--- config.mk ---
export PLATFORM = sky130hd
export DESIGN_NAME = exp_table
export DESIGN_NICKNAME = d
export VERILOG_FILES = /design/src/rtl/exp_table.sv
export SDC_FILE = /design/constraint.sdc
export NUM_CORES = 1
export LEC_CHECK = 0
export ABC_AREA = 1
export CAP_MARGIN = 20
export CORE_ASPECT_RATIO = 1.2
export CORE_MARGIN = 2
export CORE_UTILIZATION = 54
export DETAILED_ROUTE_END_ITERATION = 10
export GPL_ROUTABILITY_DRIVEN = 0
export HOLD_SLACK_MARGIN = 0.12
export PLACE_DENSITY = 0.81
export SLEW_MARGIN = 20
export SYNTH_ARGS = -nofsm -noshare
export SYNTH_HDL_FRONTEND = slang
export SYNTH_SLANG_ARGS = --single-unit
--- constraint.sdc ---
create_clock -name clk -period 3.9 [get_ports clk]
set_clock_uncertainty 0.15 [all_clocks]
set_input_delay 0.39 -clock clk [delete_from_list [all_inputs] [get_ports clk]]
set_output_delay 0.39 -clock clk [all_outputs]
set_load 0.03 [all_outputs]
--- src/rtl/exp_table.sv ---
// Expected-store table: one {addr, data} entry per slot, synchronous write,
// asynchronous read so the current entry is compared in the same cycle as the store.
module exp_table #(
  parameter int NUM_EXP = 8,
  parameter int IW      = $clog2(NUM_EXP)
) (
  input  logic          clk,
  input  logic          we,
  input  logic [IW-1:0] wr_idx,
  input  logic [63:0]   wr_dat,
  input  logic [IW-1:0] rd_idx,
  output logic [63:0]   rd_dat
);

  logic [63:0] mem [NUM_EXP];

  always_ff @(posedge clk) begin
    if (we) mem[wr_idx] <= wr_dat;
  end

  assign rd_dat = mem[rd_idx];

endmodule

==> run metrics <==
DR vias/cell=5.07; cts repair resizes=0; wire per inst=16.6 um; CTS Sinks=512; Net count, final=2417; setup bufs post-CTS=0; syn_nets=2302; Port Buffer Count=135; first-pass GRT wire length=75500 um; most frequent cell after synthesis=nand2_1; most flop-heavy register=mem; DRC viols=0; Post-DP HPWL=26400 um; Yosys cell types=11; Worst slew margin=38.7%; Most used DFF post-synth=edfxtp_1; final core utilization=62.7%; Layout area overhead=14.4%; worst hold slack=410 ps; area share of the largest cell type after synthesis=68.7%; final hold violations=0; Worst VDD drop=384 uV; cell area after synthesis=22400 um^2; Top Metal Used=met5; Die H=227 um; Pins Over Slew Limit=0; Die W=190 um; starting density of the core=54.8%; gr usage total=22.8%; top flop regs=mem x512; wl on met1=19200 um; Final Instance Area=25600 um^2; 1st-iter DRT viols=1303; outcome=complete, no violations; CTS tree=built; DP Worst Slack=965 ps; setup TNS=0 ps; fin crit period=2980 ps; CTS root buf=clkbuf_16; Setup violations, final=0; top post-synthesis cells by area=edfxtp_1, nand2_1, inv_1; Synth Instances=2230; post-route ant nets=0; Num CTS Buffers=47; total power=11.6 mW; max reg flops=512; Arr. time, crit path=2440 ps; Comb power frac=9.3%; Critical Path RT=3360 ps; Congestion Overflow GR=0; Max Freq=335 MHz; cts-stage hold buffer count=0; CP Class=in -> out; ratio of cells with drive above 1 in the final layout=4.33%; P_sw=2.64 mW; synth cell count leaders=nand2_1, inv_1, edfxtp_1, nand3_1, buf_2; sequential cell area fraction in the yosys report=68.7%; slew at the pin closest to its max-slew limit=920 ps; largest area contributor in the netlist=edfxtp_1; Post-synth EDFFs=512; initial antenna violation count=4; Fillers=3002; IO Count=136; Final period util=76.5%; vias=14800; # H-tree levels=2; synth warn=0; largest net degree at the start of global routing=180; Critical Path Sink Type=primary output; ys async rst share=0%; Die Area=43100 um^2; register share of total power=54.2%; CORE AREA=40800 um^2; static leakage=11.6 nW; Placement Cell Area=24200 um^2; final setup margin=916 ps; unrepaired setup endpoints after global routing=no; dpl cells=2835; Clock Path Buffers=3; Hold Path Class=in -> reg; TritonRoute pass-1 iters=5; Int Power=8.96 mW; Critical Path Start Type=input port; Cell Rows=81; Max Cap Viol=0; CP max FO=84; Synth Register Bits=512; vias in the first global route=14700; wire length on met2=24300 um; clock-pin slew of the registers on the worst-case setup and hold paths=60 ps; Sw Share=22.8%; WL met3=3600 um; Routed WL=48600 um; Clk pwr share=36.5%; Power Dens Cells=453 nW/um^2; Mapped Avg Cell Area=10.0 um^2; final non-filler cell total=2922
==> cell usage in the layout (no fill, tap or decap), drive strengths merged <==
cell,count
buf,32
bufinv,1
clkbuf,61
clkdlybuf4s50,132
clkinv,22
diode,2
edfxtp,512
inv,519
nand2,838
nand3,256
nor2,8
==> worst paths after layout <==
path	from	end	slack [ps]	cells past startpoint
max	rd_idx[0]	rd_dat[40]	920	9
min	wr_dat[61]	mem[5][61]$_DFFE_PP_	410	1
==> logic make-up after synthesis <==
logic type	Yosys count	share of synthesized area, %
buffers and inverters	616	11.4
DFF	512	68.7
and+or+nand+nor	1102	19.9
==> power groups by stage <==
stage	clock network [mW]	logic, mW	registers, mW
6_report	4.24	1.08	6.28
4_1_cts	4.28	1.08	6.28
5_1_grt	4.49	1.18	6.30
2_1_floorplan	0	0.642	6.40
3_5_place_dp	0	1.08	6.40
3_3_place_gp	0	1.04	6.39
==> metal layers <==
layer  vias up  global-route usage (%)
li1       7132                       -
met5         -                       0
met3       104                    3.73
met1      6978                    28.3
met2       586                    39.6
met4         4                    9.93
==> worst max-delay path: stages <==
cell and delay, ps:
buf_6 110, inv_6 400, buf_12 400, nand2_1 110, nand3_1 100, nand2_1 70
nand2_1 50, nand2_1 90, clkdlybuf4s50_1 610
==> layout make-up <==
cell class	instances	area, um^2	area share (%)
sequential	512	15400	60.1
inverter	518	1950	7.63
multi-input combinational	1102	4520	17.7
clock inverter	24	133	0.518
timing repair buffer	164	1660	6.50
antenna	2	5.00	0.0196
tap	539	674	2.64
clock buffer	61	1270	4.97
No activity file was read; power rests on OpenSTA's default activity.
